**src/rtl/uart_pkg.sv**
```systemverilog
// Shared types and helpers for the UART transmit path.
// Holds the frame FSM state encoding, the parity selectors and the data-width limits.
package uart_pkg;

  typedef enum logic [2:0] {
    IDLE   = 3'd0,
    START  = 3'd1,
    DATA   = 3'd2,
    PARITY = 3'd3,
    STOP   = 3'd4
  } tx_state_e;

  localparam logic PARITY_EVEN = 1'b0;
  localparam logic PARITY_ODD  = 1'b1;

  localparam int DATA_W_MIN = 5;
  localparam int DATA_W_MAX = 8;

  // Narrower data words are zero-extended by the caller, which leaves the XOR unchanged.
  function automatic logic parity_bit(input logic [DATA_W_MAX-1:0] data, input logic odd);
    return (^data) ^ odd;
  endfunction

endpackage

```
**src/rtl/uart_baud_gen.sv**
```systemverilog
// Bit-period generator: a down-counter that reloads from div and flags each bit boundary.
// A restart pulse realigns the period so the first bit of a frame is full length.
module uart_baud_gen
  import uart_pkg::*;
#(
  parameter int DIV_W = 16
) (
  input  logic             clk,
  input  logic             reset,
  input  logic             restart,
  input  logic [DIV_W-1:0] div,
  output logic             bit_tick
);

  logic [DIV_W-1:0] cnt_q;
  logic [DIV_W-1:0] cnt_d;

  // Next count: load on restart or on reaching zero, otherwise count down.
  always_comb begin
    cnt_d = cnt_q;
    if (restart) begin
      cnt_d = div;
    end else if (cnt_q == {DIV_W{1'b0}}) begin
      cnt_d = div;
    end else begin
      cnt_d = cnt_q - {{(DIV_W-1){1'b0}}, 1'b1};
    end
  end

  // Counter register.
  always_ff @(posedge clk) begin
    if (!reset) begin
      cnt_q <= {DIV_W{1'b0}};
    end else begin
      cnt_q <= cnt_d;
    end
  end

  assign bit_tick = (cnt_q == {DIV_W{1'b0}});

endmodule

```
**src/rtl/uart_tx_frame.sv**
```systemverilog
// Parametrised UART transmitter: start bit, DATA_W data bits LSB first, optional parity,
// and one or two stop bits, with a valid/ready byte handshake and a programmable bit period.
module uart_tx_frame
  import uart_pkg::*;
#(
  parameter int DATA_W = 8,
  parameter int DIV_W  = 16
) (
  input  logic              clk,
  input  logic              reset,
  input  logic              tx_valid,
  input  logic [DATA_W-1:0] tx_data,
  output logic              tx_ready,
  input  logic [DIV_W-1:0]  baud_div,
  input  logic              parity_en,
  input  logic              parity_odd,
  input  logic              stop_bit,
  output logic              tx_out,
  output logic              busy,
  output logic              tx_done
);

  localparam int CNT_W = $clog2(DATA_W + 1);
  localparam logic [CNT_W-1:0] LAST_BIT = CNT_W'(DATA_W);
  localparam logic [CNT_W-1:0] CNT_ONE  = CNT_W'(1);

  tx_state_e         state_q, state_d;
  logic [DATA_W-1:0] shift_q, shift_d;
  logic [CNT_W-1:0]  bit_cnt_q, bit_cnt_d;
  logic [DIV_W-1:0]  div_q, div_d;
  logic              par_q, par_d;
  logic              par_en_q, par_en_d;
  logic              stop2_q, stop2_d;
  logic              tx_out_q, tx_out_d;
  logic              busy_q, busy_d;
  logic              done_q, done_d;

  logic              hs_s;
  logic              bit_tick_s;
  logic [DIV_W-1:0]  div_sel_s;

  assign tx_ready  = (state_q == IDLE);
  assign hs_s      = tx_valid & tx_ready;
  // The handshake cycle must load the divisor that is being latched, not the old frame's.
  assign div_sel_s = hs_s ? baud_div : div_q;

  uart_baud_gen #(.DIV_W(DIV_W)) u_baud (
    .clk      (clk),
    .reset    (reset),
    .restart  (hs_s),
    .div      (div_sel_s),
    .bit_tick (bit_tick_s)
  );

  // Frame sequencing: tx_out_d is the level of the bit period that starts on the next edge.
  always_comb begin
    state_d   = state_q;
    shift_d   = shift_q;
    bit_cnt_d = bit_cnt_q;
    div_d     = div_q;
    par_d     = par_q;
    par_en_d  = par_en_q;
    stop2_d   = stop2_q;
    tx_out_d  = tx_out_q;
    busy_d    = busy_q;
    done_d    = 1'b0;
    case (state_q)
      IDLE: begin
        if (hs_s) begin
          state_d   = START;
          shift_d   = tx_data;
          bit_cnt_d = {CNT_W{1'b0}};
          div_d     = baud_div;
          par_d     = parity_bit(DATA_W_MAX'(tx_data), parity_odd);
          par_en_d  = parity_en;
          stop2_d   = stop_bit;
          tx_out_d  = 1'b0;
          busy_d    = 1'b1;
        end else begin
          tx_out_d  = 1'b1;
          busy_d    = 1'b0;
        end
      end
      START: begin
        if (bit_tick_s) begin
          state_d   = DATA;
          tx_out_d  = shift_q[0];
          shift_d   = {1'b0, shift_q[DATA_W-1:1]};
          bit_cnt_d = CNT_ONE;
        end else begin
          state_d   = START;
        end
      end
      DATA: begin
        if (bit_tick_s) begin
          if (bit_cnt_q == LAST_BIT) begin
            bit_cnt_d = {CNT_W{1'b0}};
            if (par_en_q) begin
              state_d  = PARITY;
              tx_out_d = par_q;
            end else begin
              state_d  = STOP;
              tx_out_d = 1'b1;
            end
          end else begin
            tx_out_d  = shift_q[0];
            shift_d   = {1'b0, shift_q[DATA_W-1:1]};
            bit_cnt_d = bit_cnt_q + CNT_ONE;
          end
        end else begin
          state_d = DATA;
        end
      end
      PARITY: begin
        if (bit_tick_s) begin
          state_d   = STOP;
          tx_out_d  = 1'b1;
          bit_cnt_d = {CNT_W{1'b0}};
        end else begin
          state_d   = PARITY;
        end
      end
      STOP: begin
        if (bit_tick_s) begin
          if (bit_cnt_q == {{(CNT_W-1){1'b0}}, stop2_q}) begin
            state_d  = IDLE;
            busy_d   = 1'b0;
            done_d   = 1'b1;
            tx_out_d = 1'b1;
          end else begin
            bit_cnt_d = bit_cnt_q + CNT_ONE;
          end
        end else begin
          state_d = STOP;
        end
      end
      default: begin
        state_d  = IDLE;
        tx_out_d = 1'b1;
        busy_d   = 1'b0;
      end
    endcase
  end

  // State and datapath registers; reset discards any partial frame without a done pulse.
  always_ff @(posedge clk) begin
    if (!reset) begin
      state_q   <= IDLE;
      shift_q   <= {DATA_W{1'b0}};
      bit_cnt_q <= {CNT_W{1'b0}};
      div_q     <= {DIV_W{1'b0}};
      par_q     <= 1'b0;
      par_en_q  <= 1'b0;
      stop2_q   <= 1'b0;
      tx_out_q  <= 1'b1;
      busy_q    <= 1'b0;
      done_q    <= 1'b0;
    end else begin
      state_q   <= state_d;
      shift_q   <= shift_d;
      bit_cnt_q <= bit_cnt_d;
      div_q     <= div_d;
      par_q     <= par_d;
      par_en_q  <= par_en_d;
      stop2_q   <= stop2_d;
      tx_out_q  <= tx_out_d;
      busy_q    <= busy_d;
      done_q    <= done_d;
    end
  end

  assign tx_out  = tx_out_q;
  assign busy    = busy_q;
  assign tx_done = done_q;

endmodule

```
**config.mk**
```make
export PLATFORM = sky130hd
export DESIGN_NAME = uart_tx_frame
export DESIGN_NICKNAME = d
export VERILOG_FILES = /design/src/rtl/uart_pkg.sv /design/src/rtl/uart_baud_gen.sv /design/src/rtl/uart_tx_frame.sv
export SDC_FILE = /design/constraint.sdc
export NUM_CORES = 1
export LEC_CHECK = 0
export CORE_MARGIN = 2
export CORE_UTILIZATION = 40
export CTS_CLUSTER_DIAMETER = 40
export DETAILED_ROUTE_END_ITERATION = 6
export HOLD_SLACK_MARGIN = 0.06
export SLEW_MARGIN = 10
export SYNTH_ARGS = -nofsm -noshare
export SYNTH_HDL_FRONTEND = slang
export SYNTH_SLANG_ARGS = --single-unit
```
**constraint.sdc**
```tcl
create_clock -name clk -period 2.9 [get_ports clk]
set_input_delay 0.87 -clock clk [delete_from_list [all_inputs] [get_ports clk]]
set_output_delay 0.87 -clock clk [all_outputs]
set_load 0.01 [all_outputs]
```
==> flow_metrics.tcl, run 1 <==
set metrics [dict create \
    status "finished, final reports clean" \
    hold_buffers 0 \
    antenna_found_initial 0 \
    avgRoutedWirePerCell_um 14.2 \
    peakVddDrop_mv 0.302 \
    maxSlewHeadroom_pct 40.4 \
    vias_per_cell 5.32 \
    finalCritPeriodShare_pct 83.6 \
    hpwl_um 4610 \
    hp-class "reg -> reg" \
    place_congestion 0.843 \
    grt_busiest_layer "met2" \
    yosysWarnings 0 \
    hp-start "div_q[5]$_SDFFE_PN0N_" \
    avgSynthCellArea_um2 8.78 \
    grt_max_degree 24 \
    path_max_fanout 12 \
    yosysUniqueCellTypes 65 \
    required_ns 3.16 \
    power.density_mw_per_mm2 703 \
    clk_pin_slew_ns 0.10 \
    cp.arrival_ns 2.68 \
    crit_slowest_cell "or4_1" \
    grt-ovfl-total 0 \
    rr_worst_depth 5 \
    final_nets 400 \
    diodes 0 \
    n_fill_cell 721 \
    rows 31 \
    core-area_mm2 0.00714 \
    async_flop_share_pct 0 \
    finalSetupTns_ns 0 \
    synth_seq_cells 53 \
    track_usage_pct 17.2 \
    cts_resized 0 \
    grt_first_pass_wirelength_um 10800 \
    hold_slack_ns 0.458 \
    insertion_delay_ns 0.31 \
    initial_core_util_pct 40.8 \
    drt_wl_total_um 6600 \
    placement.io_buffers 33 \
    r2r-start "u_baud.cnt_q[10]$_SDFF_PN0_" \
    holdPathEnd "div_q[5]$_SDFFE_PN0N_" \
    p_leak_nw 1.30 \
    dp.cells 458 \
    cts-root-buf "clkbuf_8" \
    cp-end-kind "register" \
    fin_skew_ns 0.00723 \
    max_clock_freq_ghz 0.413 \
    use_met1_pct 24.8 \
    cts_sinks 53 \
    path_cells "or4_1 -> nor2_2 -> nand3_1 -> o21ai_0 -> o221a_1" \
    final_common_cell "dfxtp_1" \
    grt_pass1_vias 2166 \
    period_minus_slack_ns 2.42 \
    cts_tree "done" \
    dieArea_mm2 0.00798 \
    utilization_pct 49.0 \
    cap_violations 0 \
    area_delta_synth_final_pct 20.1 \
    worst-path-buf-inv 0 \
    finalHoldViolations 0 \
    mostFrequentLayoutCells "dfxtp_1 (53), nand2_1 (51), a21oi_1 (37)" \
    final_cells 466 \
    post-cts-setup-buffers 0 \
    synth_edf_count 0 \
    reg2reg_slack_ns 0.48 \
    dr.pass1.iters 4 \
    drv_slew 0 \
    path_class "reg -> reg" \
    drc 0 \
    holdPathStages 2 \
    die_h_um 89.4 \
    gr-usage-met2_pct 25.4 \
    fin_ws_ns 0.476 \
    cts_buffers 5 \
    pin_count 34 \
    h-tree-depth 2 \
    synthCells 332 \
    dieWidth_um 89.4 \
    syn_area_mm2 0.00291 \
    synth-seq-area-share_pct 36.4 \
    ant_nets 0 \
    drt_iter0_drc 125 \
    crit_family "simple AND/OR/NAND/NOR gates" \
    cpPeakStageDelay_ns 0.63 \
    vias 2481 \
    drive_gt1_share_pct 12.5 \
    met3_usage_pct 3.88 \
    place_ws_ns 0.205 \
    ys.flop_type "dfxtp_1" \
    setup_viol 0 \
    rsz0062_at_grt "false" \
    worst_slew_pin_slew_ns 0.885 \
    worstReg2RegEnd "state_q[2]$_SDFFE_PN0P_" \
    cp-start-kind "register" \
    synth_nets 366 \
    clock_path_buffers 2 \
]
==> where the power goes <==
part           switching (mW)  total (mW)  internal, mW  leakage (nW)
combinational           0.475       0.907         0.432         0.794
sequential              0.124       0.957         0.833         0.436
clock                   0.253       0.597         0.343        0.0681
==> logic make-up (layout without fill, tap and decap cells) <==
family	Yosys count	in the layout	synth area share, %
buf+inv	27	62	4.89
compound gates	100	100	24.3
simple gates	124	124	24.6
mux	10	10	3.44
fa+ha+maj	4	4	1.72
xor+xnor	14	14	4.68
flops	53	53	36.4
==> worst reg2reg max path, stage by stage, from the launching register on <==
cell	delay, ns
dfxtp_1	0.40
or4_1	0.63
nor2_2	0.23
nand3_1	0.48
o21ai_0	0.40
o221a_1	0.23
==> sequential cells by signal, indices dropped and copies added, names as in the netlist <==
name	cells
tx_done	1
par_en_q	1
par_q	1
bit_cnt_q	4
div_q	16
tx_out	1
u_baud.cnt_q	16
shift_q	8
busy	1
stop2_q	1
state_q	3
==> stage by stage <==
step / cell area [um2] / power (mW)
floorplan: 2910 / 1.65
global placement: 3360 / 1.86
detailed placement: 3360 / 1.88
CTS: 3500 / 2.48
global route: 3500 / 2.63
finish: 3500 / 2.46
==> how the worst max path moves through the flow <==
stage	from	to	depth (start not counted)
after floorplan	tx_valid	bit_cnt_q[2]$_SDFFE_PN0P_	6
after global placement	tx_valid	bit_cnt_q[3]$_SDFFE_PN0P_	6
after detailed placement	tx_valid	bit_cnt_q[3]$_SDFFE_PN0P_	6
after CTS	u_baud.cnt_q[10]$_SDFF_PN0_	state_q[2]$_SDFFE_PN0P_	5
after global routing	u_baud.cnt_q[10]$_SDFF_PN0_	state_q[2]$_SDFFE_PN0P_	5
final	u_baud.cnt_q[10]$_SDFF_PN0_	state_q[2]$_SDFFE_PN0P_	5
==> cells in the mapped netlist, types with 5 or more instances <==
| cell | number | area [um2] |
|---|---|---|
| mux2i_1 | 10 | 100 |
| o21ai_0 | 7 | 35.0 |
| nand2b_1 | 5 | 31.3 |
| inv_1 | 5 | 18.8 |
| a211oi_1 | 5 | 37.5 |
| nand2_1 | 51 | 191 |
| nor3b_1 | 5 | 37.5 |
| dfxtp_1 | 53 | 1060 |
| o22ai_1 | 7 | 43.8 |
| o211ai_1 | 10 | 75.1 |
| nor3_1 | 5 | 25.0 |
| nand3b_1 | 5 | 37.5 |
| clkbuf_1 | 13 | 48.8 |
| nor2_1 | 19 | 71.3 |
| xnor2_1 | 8 | 70.1 |
| a21oi_1 | 37 | 185 |
| xor2_1 | 5 | 43.8 |
==> metal layers <==
| metal | share of wire [%] | vias up |
|---|---|---|
| met4 | 1.6 | 0 |
| li1 | - | 1291 |
| met2 | 43 | 46 |
| met5 | 0 | - |
| met1 | 52 | 1133 |
| met3 | 3.9 | 11 |
==> area by class of cell <==
class	instances	area [um2]	area share, %
inverters	5	18.8	0.536
multi-input cells	252	1710	48.9
flip-flops and latches	53	1060	30.3
clock buffers	5	68.8	1.97
well taps	99	124	3.54
clock inverters	3	65.1	1.86
repair buffers	49	450	12.9
Note: power is estimated with default switching activity, not from simulation.
==> run 2, diff against run 1 <==
Clock period 2.9 ns to 2.3 ns, I/O delays scaled along.
==> run 2 against run 1 <==
Sequential share of layout area is essentially flat. Combinational power grew 31%. Final cell count grew 1.1%. Wire length grew 0.77%. Worst hold slack gained 0.0023 ns. Critical path type is now reg -> out. Largest power group unchanged.
==> flow_metrics.tcl, run 2 (synthesis results as in run 1) <==
set metrics [dict create \
    status "finished, final reports clean" \
    dp.cells 463 \
    dieArea_mm2 0.00798 \
    required_ns 1.61 \
    multi_input_area_mm2 0.00172 \
    seq_area_mm2 0.00106 \
    mostFrequentLayoutCells "dfxtp_1 (53), nand2_1 (51), a21oi_1 (37)" \
    vias 2522 \
    placed_area_mm2 0.00340 \
    cp.arrival_ns 1.51 \
    cts_tree "done" \
    path_class "reg -> out" \
    clk_pin_slew_ns 0.10 \
    track_usage_pct 17.5 \
    max_clock_freq_ghz 0.455 \
    largest_registers "div_q: 16 flops, u_baud.cnt_q: 16 flops, shift_q: 8 flops" \
    fin_area_mm2 0.00350 \
    worst_slew_pin_slew_ns 0.716 \
    initial_core_util_pct 40.8 \
    final_cells 471 \
    area_delta_synth_final_pct 20.2 \
    hp-class "reg -> reg" \
    peakVddDrop_mv 0.320 \
    avgRoutedWirePerCell_um 14.1 \
    highest_layer "met4" \
    insertion_delay_ns 0.31 \
    cp-start-kind "register" \
    vias_per_cell 5.35 \
    p_leak_nw 1.30 \
    rsz0062_at_grt "false" \
    diodes 0 \
    final_common_cell "dfxtp_1" \
    final_nets 405 \
    grt_pass1_vias 2279 \
    cp-end-kind "primary output" \
    finalCritPeriodShare_pct 95.5 \
    n_fill_cell 728 \
    dr.pass1.iters 4 \
    place_congestion 0.866 \
    drt_iter0_drc 143 \
    dieWidth_um 89.4 \
    pin_count 34 \
    dr_wl_met3_um 277 \
    drc 0 \
    rows 31 \
    h-tree-depth 2 \
    fin_skew_ns 0.00788 \
    hpwl_um 4700 \
    power.density_mw_per_mm2 838 \
    post-cts-setup-buffers 0 \
    die_h_um 89.4 \
    p_total_mw 2.93 \
    drive_gt1_share_pct 14.0 \
    grt_max_degree 33 \
    antenna_found_initial 0 \
    finalHoldViolations 0 \
    wl_met2_um 2870 \
    hold_slack_ns 0.460 \
    grt-ovfl-total 0 \
    path_max_fanout 6 \
    cts_resized 0 \
    cts_sinks 53 \
    ant_nets 0 \
    period_minus_slack_ns 2.20 \
    placement.io_buffers 33 \
    met1Wirelength_um 3420 \
    drt_wl_total_um 6650 \
    grt_first_pass_wirelength_um 11000 \
    maxSlewHeadroom_pct 51.6 \
    cts_buffers 5 \
    hold_buffers 0 \
    clock_path_buffers 2 \
    cts-root-buf "clkbuf_8" \
    setup_viol 0 \
    core-area_mm2 0.00714 \
    drv_slew 0 \
    cap_violations 0 \
]
==> run 2: worst max-delay path, cell delays in order (launching register included) <==
cell and delay [ns]:
dfxtp_1 0.40, nor3_2 0.23, clkdlybuf4s50_1 0.57
==> run 2: per-layer routing <==
layer,vias up,track usage [%]
met1,1166,25.1
met2,44,27.1
met3,6,2.86
li1,1306,-
met5,-,0
met4,0,4.88
==> run 2: metrics by stage <==
stage | setup TNS (ns) | worst slack (ns) | util [%]
floorplan | 0 | 0.283 | -
global placement | -0.946 | -0.191 | 47.7
detailed placement | -1.40 | -0.226 | 47.7
CTS | 0 | 0.0281 | 48.9
global route | 0 | 0.0216 | 49.1
finish | 0 | 0.103 | 49.1
==> run 2: path summary, 6_finish.rpt <==
path	start	to	slack, ns	cells after the start
setup reg to reg	u_baud.cnt_q[6]$_SDFF_PN0_	state_q[1]$_SDFFE_PN0P_	0.23	6
setup / recovery	state_q[2]$_SDFFE_PN0P_	tx_ready	0.10	2
hold reg to reg	div_q[2]$_SDFFE_PN0N_	div_q[2]$_SDFFE_PN0N_	0.46	2
hold / removal	div_q[2]$_SDFFE_PN0N_	div_q[2]$_SDFFE_PN0N_	0.46	2
==> run 2: power by group <==
group	internal [mW]	switching, mW	total [mW]
clock network	0.211	0.328	0.539
logic	0.570	0.617	1.19
registers	1.05	0.158	1.21
total	1.83	1.10	2.93
==> run 2: area by class of cell <==
type	count	share of cell area, %
clock buffers	5	1.96
clock inverters	3	0.500
inverters	5	0.536
multi-input cells	252	49.2
flip-flops and latches	53	30.3
well taps	99	3.54
repair buffers	54	13.9
==> run 3, diff against run 2 <==
Settings changed: CORE_MARGIN 2 to not set.
==> run 3 against run 2 <==
Clock power increased by 23%. First-iteration DRC count shrank 18%. Register-to-register slack improved by 0.03 ns. Total power up 5.2%. Sequential share of layout area decreased by 0.53 points. Sequential power about the same. Die area fell by 4.4%. Via count decreased by 0.16%. Utilization up 2.6 points. Critical path depth is the same. Combinational power hardly changed. Worst hold slack lost 0.0021 ns. Critical path type unchanged. Highest routed layer unchanged.
==> flow_metrics.tcl, run 3 (synthesis results as in run 1) <==
set metrics [dict create \
    status "finished, final reports clean" \
    pin_count 34 \
    dieArea_mm2 0.00763 \
    power.density_mw_per_mm2 865 \
    vias 2518 \
    largest_registers "div_q: 16 flops, u_baud.cnt_q: 16 flops, shift_q: 8 flops" \
    placement.io_buffers 33 \
    period_minus_slack_ns 2.18 \
    cap_violations 0 \
    fin_area_mm2 0.00357 \
    cts_buffers 5 \
    diodes 0 \
    dieWidth_um 87.4 \
    h-tree-depth 2 \
    multi_input_area_mm2 0.00172 \
    place_congestion 0.866 \
    initial_core_util_pct 42.2 \
    max_clock_freq_ghz 0.458 \
    grt_pass1_vias 2396 \
    dp.cells 462 \
    cts_tree "done" \
    seq_power_share_pct 39.2 \
    grt_max_degree 23 \
    reg2reg_slack_ns 0.26 \
    mostFrequentLayoutCells "dfxtp_1 (52), nand2_1 (51), a21oi_1 (37)" \
    fin_skew_ns 0.00503 \
    drt_wl_total_um 6730 \
    cts-root-buf "clkbuf_8" \
    combPwrFrac_pct 39.4 \
    insertion_delay_ns 0.31 \
    p_leak_nw 1.34 \
    rows 30 \
    n_fill_cell 684 \
    drive_gt1_share_pct 14.7 \
    path_class "reg -> out" \
    hp-class "reg -> reg" \
    placed_area_mm2 0.00344 \
    finalHoldViolations 0 \
    area_delta_synth_final_pct 22.5 \
    switching_share_pct 34.9 \
    final_nets 407 \
    final_cells 470 \
    clk_pin_slew_ns 0.09 \
    seq_area_mm2 0.00106 \
    antenna_found_initial 0 \
    worst_slew_pin_slew_ns 0.500 \
    drc 0 \
    drv_slew 0 \
    switchingPower_mw 1.08 \
    grt_first_pass_wirelength_um 11700 \
    required_ns 1.61 \
    peakVddDrop_mv 0.265 \
    cts_sinks 53 \
    avgRoutedWirePerCell_um 14.3 \
    setup_viol 0 \
    maxSlewHeadroom_pct 66.3 \
    p_clk_share_pct 21.4 \
    hpwl_um 4730 \
    grt-ovfl-total 0 \
    worstReg2RegEnd "tx_out$_SDFFE_PN1P_" \
    finalCritPeriodShare_pct 95.0 \
    cp-end-kind "primary output" \
    vias_per_cell 5.36 \
    rr_worst_depth 6 \
    final_common_cell "dfxtp_1" \
    die_h_um 87.4 \
    r2r-start "state_q[0]$_SDFFE_PN0P_" \
    hp-start "div_q[5]$_SDFFE_PN0N_" \
    crit_path_start "state_q[2]$_SDFFE_PN0P_" \
    clock_path_buffers 2 \
    path_max_fanout 10 \
    cp-start-kind "register" \
    drt_iter0_drc 117 \
    rsz0062_at_grt "false" \
    cp.arrival_ns 1.49 \
    dr.pass1.iters 5 \
    core-area_mm2 0.00691 \
    ant_nets 0 \
    track_usage_pct 19.1 \
    endpoint "tx_ready" \
    p_int_mw 2.01 \
]
==> run 3: cell count changes in the layout (fill, tap and decap cells not counted), sizes merged <==
| cell | delta |
|---|---|
| bufinv | +1 |
| buf | +2 |
| clkinv | -2 |
| clkbuf | +2 |
| clkinvlp | -1 |
==> run 3: final cells by class <==
cell class / count / share of cell area [%]
multi-input cells: 252 / 48.3
flip-flops and latches: 53 / 29.8
repair buffers: 56 / 14.8
well taps: 96 / 3.37
clock buffers: 7 / 2.42
clock inverters: 1 / 0.842
inverters: 5 / 0.526
==> run 3: per-layer routing <==
layer / part of all wire (%) / vias up / GRT usage (%)
met4: 0.95 / 0 / 4.47
met1: 52 / 1150 / 27.5
met3: 3.4 / 6 / 2.84
met2: 44 / 58 / 30.1
li1: - / 1304 / -
met5: 0 / - / 0
==> run 3: timing repair <==
| action | in CTS | in global routing |
|---|---|---|
| buffers inserted | 0 | 0 |
| hold buffers | 0 | 0 |
| setup endpoints to repair | 1 | 3 |
| resized for setup | 1 | 2 |
| gates cloned | 0 | 0 |
==> run 3: worst min path at each step <==
| stage | slack (ns) | cells past startpoint | end |
|---|---|---|---|
| floorplan | 0.43 | 2 | par_q$_SDFFE_PN0P_ |
| global route | 0.48 | 2 | div_q[6]$_SDFFE_PN0N_ |
| detailed placement | 0.45 | 2 | div_q[5]$_SDFFE_PN0N_ |
| global placement | 0.44 | 2 | par_q$_SDFFE_PN0P_ |
| finish | 0.46 | 2 | div_q[5]$_SDFFE_PN0N_ |
| CTS | 0.46 | 2 | div_q[5]$_SDFFE_PN0N_ |
==> run 3: metrics by stage <==
step / utilization, % / worst slack (ns) / power, mW / hold WS, ns / TNS (ns)
floorplan: - / 0.283 / 2.08 / 0.427 / 0
global placement: 49.8 / -0.165 / 2.42 / 0.443 / -0.715
detailed placement: 49.8 / -0.179 / 2.44 / 0.450 / -0.885
CTS: 51.5 / 0.0271 / 3.10 / 0.463 / 0
global route: 51.7 / 0.0396 / 3.30 / 0.475 / 0
finish: 51.7 / 0.116 / 3.09 / 0.458 / 0
==> run 3: power groups by stage <==
stage	logic [mW]	registers (mW)	clock network, mW
6_report	1.22	1.21	0.661
5_1_grt	1.35	1.23	0.713
4_1_cts	1.22	1.21	0.678
3_5_place_dp	1.21	1.23	0
3_3_place_gp	1.20	1.22	0
2_1_floorplan	0.896	1.19	0
==> run 3: worst max-delay path, stage by stage, from the launching register on <==
cell and delay [ns]:
dfxtp_2 0.40, nor3_2 0.23, clkdlybuf4s50_1 0.57
